===== src/rtl/vga_dual_window_out.sv =====
// vga_dual_window_out: VGA timing and two-window RGB565 compositor with look-ahead pixel requests; define VGA_TEST_PATTERN_EN to add a test_en colour-bar override
module vga_dual_window_out #(
  parameter int HD = 640,
  parameter int HF = 16,
  parameter int HS = 96,
  parameter int HB = 48,
  parameter int VD = 480,
  parameter int VF = 10,
  parameter int VS = 2,
  parameter int VB = 33,
  parameter int HS_POL = 0,
  parameter int VS_POL = 0,
  parameter int LAT = 2,
  parameter int A_X0 = 0,
  parameter int A_Y0 = 120,
  parameter int A_W = 320,
  parameter int A_H = 240,
  parameter int B_X0 = 320,
  parameter int B_Y0 = 120,
  parameter int B_W = 320,
  parameter int B_H = 240,
  parameter logic [15:0] BG_COLOR = 16'h0000
) (
  input  logic        vga_pclk,
  input  logic        vga_rst,
`ifdef VGA_TEST_PATTERN_EN
  input  logic        test_en,
`endif
  input  logic [15:0] rgb_a,
  input  logic [15:0] rgb_b,
  output logic        req_a,
  output logic        req_b,
  output logic        vga_hsync,
  output logic        vga_vsync,
  output logic        vga_de,
  output logic [4:0]  vga_red,
  output logic [5:0]  vga_green,
  output logic [4:0]  vga_blue,
  output logic        frame_start,
  output logic [11:0] vga_h_cnt,
  output logic [10:0] vga_v_cnt
);
  localparam int HT = HD + HF + HS + HB;
  localparam int VT = VD + VF + VS + VB;
  localparam logic HP = HS_POL != 0;
  localparam logic VP = VS_POL != 0;
`ifdef VGA_TEST_PATTERN_EN
  localparam int DW = 10;
  localparam logic [15:0] BARS [8] = '{16'hFFFF, 16'hFFE0, 16'h07FF, 16'h07E0,
                                       16'hF81F, 16'hF800, 16'h001F, 16'h0000};
`else
  localparam int DW = 6;
`endif
  logic [11:0]   r_h;
  logic [10:0]   r_v;
  logic [31:0]   w_h, w_v;
  logic          w_act, w_ina, w_inb, w_ra, w_rb, w_hs, w_vs;
  logic [DW-1:0] w_d;
  logic [DW-1:0] r_dl [0:LAT];
  logic [15:0]   w_rgb;
  assign w_h = 32'(r_h);
  assign w_v = 32'(r_v);
  assign w_act = w_h < HD && w_v < VD;
  assign w_ina = w_act && w_h >= A_X0 && w_h < A_X0 + A_W && w_v >= A_Y0 && w_v < A_Y0 + A_H;
  assign w_inb = w_act && w_h >= B_X0 && w_h < B_X0 + B_W && w_v >= B_Y0 && w_v < B_Y0 + B_H;
  assign w_hs = w_h >= HD + HF && w_h < HD + HF + HS;
  assign w_vs = w_v >= VD + VF && w_v < VD + VF + VS;
  assign vga_h_cnt = w_act ? r_h : '0;
  assign vga_v_cnt = w_act ? r_v : '0;
  // delay-line word: {fs, selB, selA, de, vs, hs}, plus {bar, tp} when bars are built in
  assign w_d[5:0] = {w_h == 0 && w_v == 0, w_rb, w_ra, w_act, w_vs, w_hs};
`ifdef VGA_TEST_PATTERN_EN
  assign w_ra = w_ina && !test_en;
  assign w_rb = w_inb && !w_ina && !test_en;
  assign w_d[9:6] = {3'(w_h / (HD / 8)), test_en};
  assign w_rgb = !r_dl[LAT][2] ? 16'h0000 : r_dl[LAT][6] ? BARS[r_dl[LAT][9:7]] :
                 r_dl[LAT][3] ? rgb_a : r_dl[LAT][4] ? rgb_b : BG_COLOR;
`else
  assign w_ra = w_ina;
  assign w_rb = w_inb && !w_ina;
  assign w_rgb = !r_dl[LAT][2] ? 16'h0000 : r_dl[LAT][3] ? rgb_a : r_dl[LAT][4] ? rgb_b : BG_COLOR;
`endif
  // stage-0 raster counters
  always_ff @(posedge vga_pclk or negedge vga_rst)
    if (!vga_rst) begin
      r_h <= '0;
      r_v <= '0;
    end else begin
      r_h <= w_h == HT - 1 ? '0 : r_h + 12'd1;
      if (w_h == HT - 1) r_v <= w_v == VT - 1 ? '0 : r_v + 11'd1;
    end
  // registered requests and sideband delay line matching the source latency
  always_ff @(posedge vga_pclk or negedge vga_rst)
    if (!vga_rst) begin
      req_a <= 1'b0;
      req_b <= 1'b0;
      for (int i = 0; i <= LAT; i++) r_dl[i] <= '0;
    end else begin
      req_a <= w_ra;
      req_b <= w_rb;
      r_dl[0] <= w_d;
      for (int i = 1; i <= LAT; i++) r_dl[i] <= r_dl[i-1];
    end
  // output register: sync polarity, enable, frame pulse and selected pixel
  always_ff @(posedge vga_pclk or negedge vga_rst)
    if (!vga_rst) begin
      vga_hsync <= !HP;
      vga_vsync <= !VP;
      vga_de <= 1'b0;
      frame_start <= 1'b0;
      {vga_red, vga_green, vga_blue} <= '0;
    end else begin
      vga_hsync <= r_dl[LAT][0] ? HP : !HP;
      vga_vsync <= r_dl[LAT][1] ? VP : !VP;
      vga_de <= r_dl[LAT][2];
      frame_start <= r_dl[LAT][5];
      {vga_red, vga_green, vga_blue} <= w_rgb;
    end
endmodule


===== config.mk =====
export PLATFORM = sky130hd
export DESIGN_NAME = vga_dual_window_out
export DESIGN_NICKNAME = d
export VERILOG_FILES = /design/src/rtl/vga_dual_window_out.sv
export SDC_FILE = /design/constraint.sdc
export NUM_CORES = 1
export LEC_CHECK = 0
export BUFFER_PORTS_ARGS = -buffer_cell sky130_fd_sc_hd__buf_2
export CAP_MARGIN = 20
export CORE_ASPECT_RATIO = 0.5
export CORE_MARGIN = 4
export CORE_UTILIZATION = 30
export DETAILED_ROUTE_END_ITERATION = 10
export HOLD_SLACK_MARGIN = 0.05
export PLACE_DENSITY_LB_ADDON = 0.25
export SETUP_SLACK_MARGIN = 0.05
export SKIP_CTS_REPAIR_TIMING = 1
export SLEW_MARGIN = 40
export SYNTH_ARGS = -nofsm -noshare
export SYNTH_HDL_FRONTEND = slang
export SYNTH_SLANG_ARGS = --single-unit

===== constraint.sdc =====
create_clock -name vga_pclk -period 4.2 [get_ports vga_pclk]
set_input_delay 0.42 -clock vga_pclk [delete_from_list [all_inputs] [get_ports vga_pclk]]
set_output_delay 0.42 -clock vga_pclk [all_outputs]
set_load 0.05 [all_outputs]

# Word level (Yosys, flattened, before mapping)
# Index checks and enable logic that the tools add are counted.
# classes
addsub	2
n_lt_le_gt_ge	11
n_eq_ne	2
n_mux	9
reduce_logical	16
# op_table
cell	count
$logic_not A32 Y1	2
$mux W16	3
$lt A11 B9 Y1 const B	3
$lt A12 B10 Y1 const B	2
$mux W12	2
$mux W11	2
$logic_and A1 B1 Y1	13
$add A12 B1 Y12 const B	1
$eq A12 B10 Y1 const B	1
$ge A12 B1 Y1 const B	1
$ge A12 B10 Y1 const B	1
$ge A12 B9 Y1 const B	1
$lt A12 B9 Y1 const B	1
$add A11 B1 Y11 const B	1
$eq A11 B10 Y1 const B	1
$ge A11 B7 Y1 const B	1
$ge A11 B9 Y1 const B	1
$mux W1	2
$logic_not A1 Y1	1
# word_totals
reg_bits	63
output_inout_bits	45
word_cells	54

# Logic depth before layout (Yosys ltp)
# depth
word_depth	8
ltp_mapped	6
depth_no_buf	6

# Worst setup path before layout
# OpenSTA, ideal clock, no wires.
# synth_timing
path_type	flip-flop to output port
startpoint	register r_v[6]
endpoint	output port vga_h_cnt[0]
arrival_time_ns	1.443
slack_ns	2.337
path_stages_with_launch	5
path_buffers	1
path_cell_list	dfrtp_1 -> nand4_1 -> and4_1 -> clkbuf_1 -> and2_1
# synth_between
elab_chain_len	3
# synth_lines
element	line	text
from (decl)	55	logic [10:0] r_v;
from (signal assigned)	90	if (w_h == HT - 1) r_v <= w_v == VT - 1 ? '0 : r_v + 11'd1;
$lt A11 B9 Y1	63	assign w_act = w_h < HD && w_v < VD;
$logic_and A1 B1 Y1	63	
$mux W12	68	assign vga_h_cnt = w_act ? r_h : '0;
to (decl)	40	output logic [11:0] vga_h_cnt,
# No other way between the ends.

# Final worst setup path
# layout_timing
startpoint	register r_h[7]
endpoint	output port vga_h_cnt[5]
# layout_between
elab_chain_len	3
# layout_lines
element	line	text
from (decl)	54	logic [11:0] r_h;
from (signal assigned)	89	r_h <= w_h == HT - 1 ? '0 : r_h + 12'd1;
$lt A12 B10 Y1	63	
$logic_and A1 B1 Y1	63	
$mux W12	68	
# No other way between the ends.

==> summary.txt <==
Status
  • Status: complete, no violations

Floorplan
  • Core Area: 8860 um2
  • I/O Pins: 79
  • Chip height: 76.1 um
  • Die Span X: 144 um
  • Placement row count: 24
  • Full die area: 11000 um2
  • Initial Utilization: 31.5%

Global routing
  • Largest net degree at the start of global routing: 45
  • Antenna violations before repair: 0
  • First-pass GRT wire length: 10200 um
  • Gr usage total: 11.6%
  • GR Overflow Total: 0
  • Number of global-route vias before repair: 2027

Setup path
  • CP max stage cell: and4_1
  • Setup crit start kind: flop
  • CP required: 3780 ps
  • CP bufs+invs: 1
  • CP Class: flop to output port
  • Critical Path AT: 2070 ps
  • Critical Path End Type: output port
  • Largest fanout on the critical path: 21
  • Critical path's top delay family: simple AND/OR/NAND/NOR gates
  • Crit path cell chain: o21ai_0 > and4_1 > and2_2 > buf_2
  • Slowest Stage Delay on Critical Path: 580 ps

Cells and area
  • Storage element area: 1530 um2
  • # nets final: 365
  • Footprint of the multi-input gates: 1100 um2
  • Final antenna diode count: 0
  • Area Growth Syn to Fin: 25.3%
  • Layout cell share with drive strength beyond 1: 30.4%
  • Final cell count without fillers: 449
  • Layout fillers: 867

Yosys
  • Post-synth EDFFs: 0
  • Area of the mapped netlist: 2790 um2
  • Top cell type's share of synthesized area: 53.0%
  • Yosys top cell by area: dfrtp_1
  • Yosys cell types: 46
  • Mean Syn Cell Area: 10.8 um2
  • Yosys warnings: 0
  • Main area contributors after synthesis: dfrtp_1 (53%), and2_1 (4.7%), a22oi_1 (4.0%)
  • Async SR Flop Fraction: 100%
  • Seq/Total Area, Yosys: 54.9%
  • Post-Syn Instances: 257
  • FF+latch count, synth: 61
  • Ys flop type: dfrtp_1

STA
  • Headroom to the max-slew limit: 61.4%
  • Max Slew Vio Count: 0
  • Worst-Margin Slew: 576 ps
  • Period utilization: 59.3%
  • Final Hold Fails: 0
  • RSZ-0062 raised after global routing: no
  • Clock skew: 6.70 ps
  • Setup WS post-layout: 1710 ps
  • Fin crit period: 2490 ps
  • Setup TNS: 0 ps
  • Fmax: 401 MHz
  • Setup violators final: 0

Job
  • MaxCap Viol Count: 0

Placement
  • # port buffers: 74
  • DP Wirelength: 4410 um
  • DP Cell Count: 433
  • Placer congestion estimate: 0.843
  • Pre-CTS WS: 2020 ps

Clock tree
  • TritonCTS clock tree: done
  • Worst skew pair latency: 320 ps
  • Sink Count: 61
  • CTS Buf Count: 9
  • Root Driver: clkbuf_16
  • CTS Buffer Depth: 2
  • Clk slew on worst S/H paths: 50 ps
  • # H-tree levels: 3

Worst hold path
  • Min-delay worst type: input pin to async pin

Route
  • Routed Antenna Nets: 0
  • Final WL: 6250 um
  • Starting DRT DRC Count: 165
  • Via count: 2080
  • Wire per inst: 13.9 um
  • Vias per inst: 4.63
  • Remaining DRCs: 0
  • TritonRoute pass-1 iters: 4

Pwr
  • Clock share of power: 53.4%
  • Sequential Power Share: 44.0%
  • P_int: 1.07 mW
  • Power Dens Cells: 383 nW/um2
  • Max VDD drop: 181 uV
  • Combinational Power Share: 2.6%
  • Static leakage power: 1.69 nW
  • Switching Share: 19.9%
  • P_sw: 0.266 mW
[cells in the mapped netlist (4+ instances only)]
cell / n
and2_1: 21
xor2_1: 6
nor2_1: 10
nand3_1: 10
inv_1: 10
a21oi_1: 6
clkbuf_1: 4
nor3_1: 8
nand4_1: 9
buf_6: 4
a22oi_1: 15
ha_1: 4
xnor2_1: 5
buf_4: 6
dfrtp_1: 59
o21ai_0: 11
nor2b_1: 17
nand2_1: 12
[final timing paths]
check                      startpoint           end  slack, ps  depth (start not counted)
hold / removal                vga_rst        r_v[7]         80                          1
max in group asynchronous     vga_rst     vga_hsync       3370                          2
min in group vga_pclk        r_dl[13]       r_dl[7]        340                          0
setup / recovery               r_h[7]  vga_h_cnt[5]       1710                          4
setup reg to reg               r_h[7]      r_dl[16]       2320                          4
hold reg to reg              r_dl[13]       r_dl[7]        340                          0
[stage by stage]
step | area (um2) | power, mW | hold slack, ps | utilization, %
final | 3490 | 1.34 | 76.6 | 39.4
after global routing | 3490 | 1.39 | 130 | 39.4
after CTS | 3490 | 1.36 | 114 | 39.4
after detailed placement | 3200 | 0.635 | 335 | 36.1
after global placement | 3190 | 0.633 | 333 | 36.0
after floorplan | 2800 | 0.609 | 124 | -
[routing by layer]
| layer | GRT usage, % | vias to the layer above | share of wire (%) |
|---|---|---|---|
| li1 | - | 1015 | - |
| met1 | 14.6 | 994 | 45 |
| met2 | 17.8 | 66 | 47 |
| met3 | 4.70 | 5 | 7.9 |
| met4 | 4.66 | 0 | 0.77 |
| met5 | 0 | - | 0 |
[area by class of cell]
type / instances / area share (%)
Clock inverter: 4 / 1.36
Sequential cell: 61 / 43.8
Clock buffer: 12 / 7.06
Tap cell: 117 / 4.19
Multi-Input combinational cell: 170 / 31.6
Inverter: 10 / 1.07
Timing Repair Buffer: 75 / 10.9
[registers in the layout, indices dropped and copies added (netlist names)]
signal,count
frame_start,1
r_dl,18
r_h,12
r_v,11
vga_blue,5
vga_de,1
vga_green,6
vga_hsync,1
vga_red,5
vga_vsync,1
[layout by cell type, fill, tap and decap left out, types with 2 or more instances in the layout]
cell	synthesis	routed
xnor2_1	5	5
xor2_1	6	6
o21ai_0	11	11
nor3_1	8	8
conb_1	1	4
buf_4	6	2
nor2_1	10	10
a31oi_1	3	3
nand3_1	10	10
a22oi_1	15	15
o21ai_1	3	3
ha_1	4	4
nor2b_1	17	16
and2_1	21	21
clkbuf_16	0	9
o22ai_1	2	2
clkinv_2	0	2
nand4_1	9	9
dfstp_2	2	2
nand3b_1	2	2
buf_2	3	73
nand2_1	12	12
clkbuf_1	4	2
inv_1	10	10
a21oi_1	6	6
and3_1	3	3
nand2b_1	2	2
dfrtp_1	59	59
[logic make-up after synthesis]
| kind of cell | count (synthesis) | synth area share [%] |
|---|---|---|
| buffers and inverters | 29 | 5.97 |
| multiplexers | 1 | 0.359 |
| adder cells (fa/ha/maj) | 4 | 1.80 |
| AO/OA/AOI/OAI | 42 | 9.30 |
| AND/OR/NAND/NOR | 108 | 24.1 |
| XOR/XNOR | 11 | 3.46 |
| flip-flops | 61 | 54.9 |
| other | 1 | 0.135 |
[power groups by stage]
stage                     Sequential (mW)  Clock, mW  Combinational [mW]
after floorplan                     0.599          0              0.0107
after global placement              0.598          0              0.0350
after detailed placement            0.598          0              0.0361
after CTS                           0.588      0.739              0.0362
after global routing                0.588      0.766              0.0395
final                               0.589      0.715              0.0349
(Power assumes the default switching activity.)
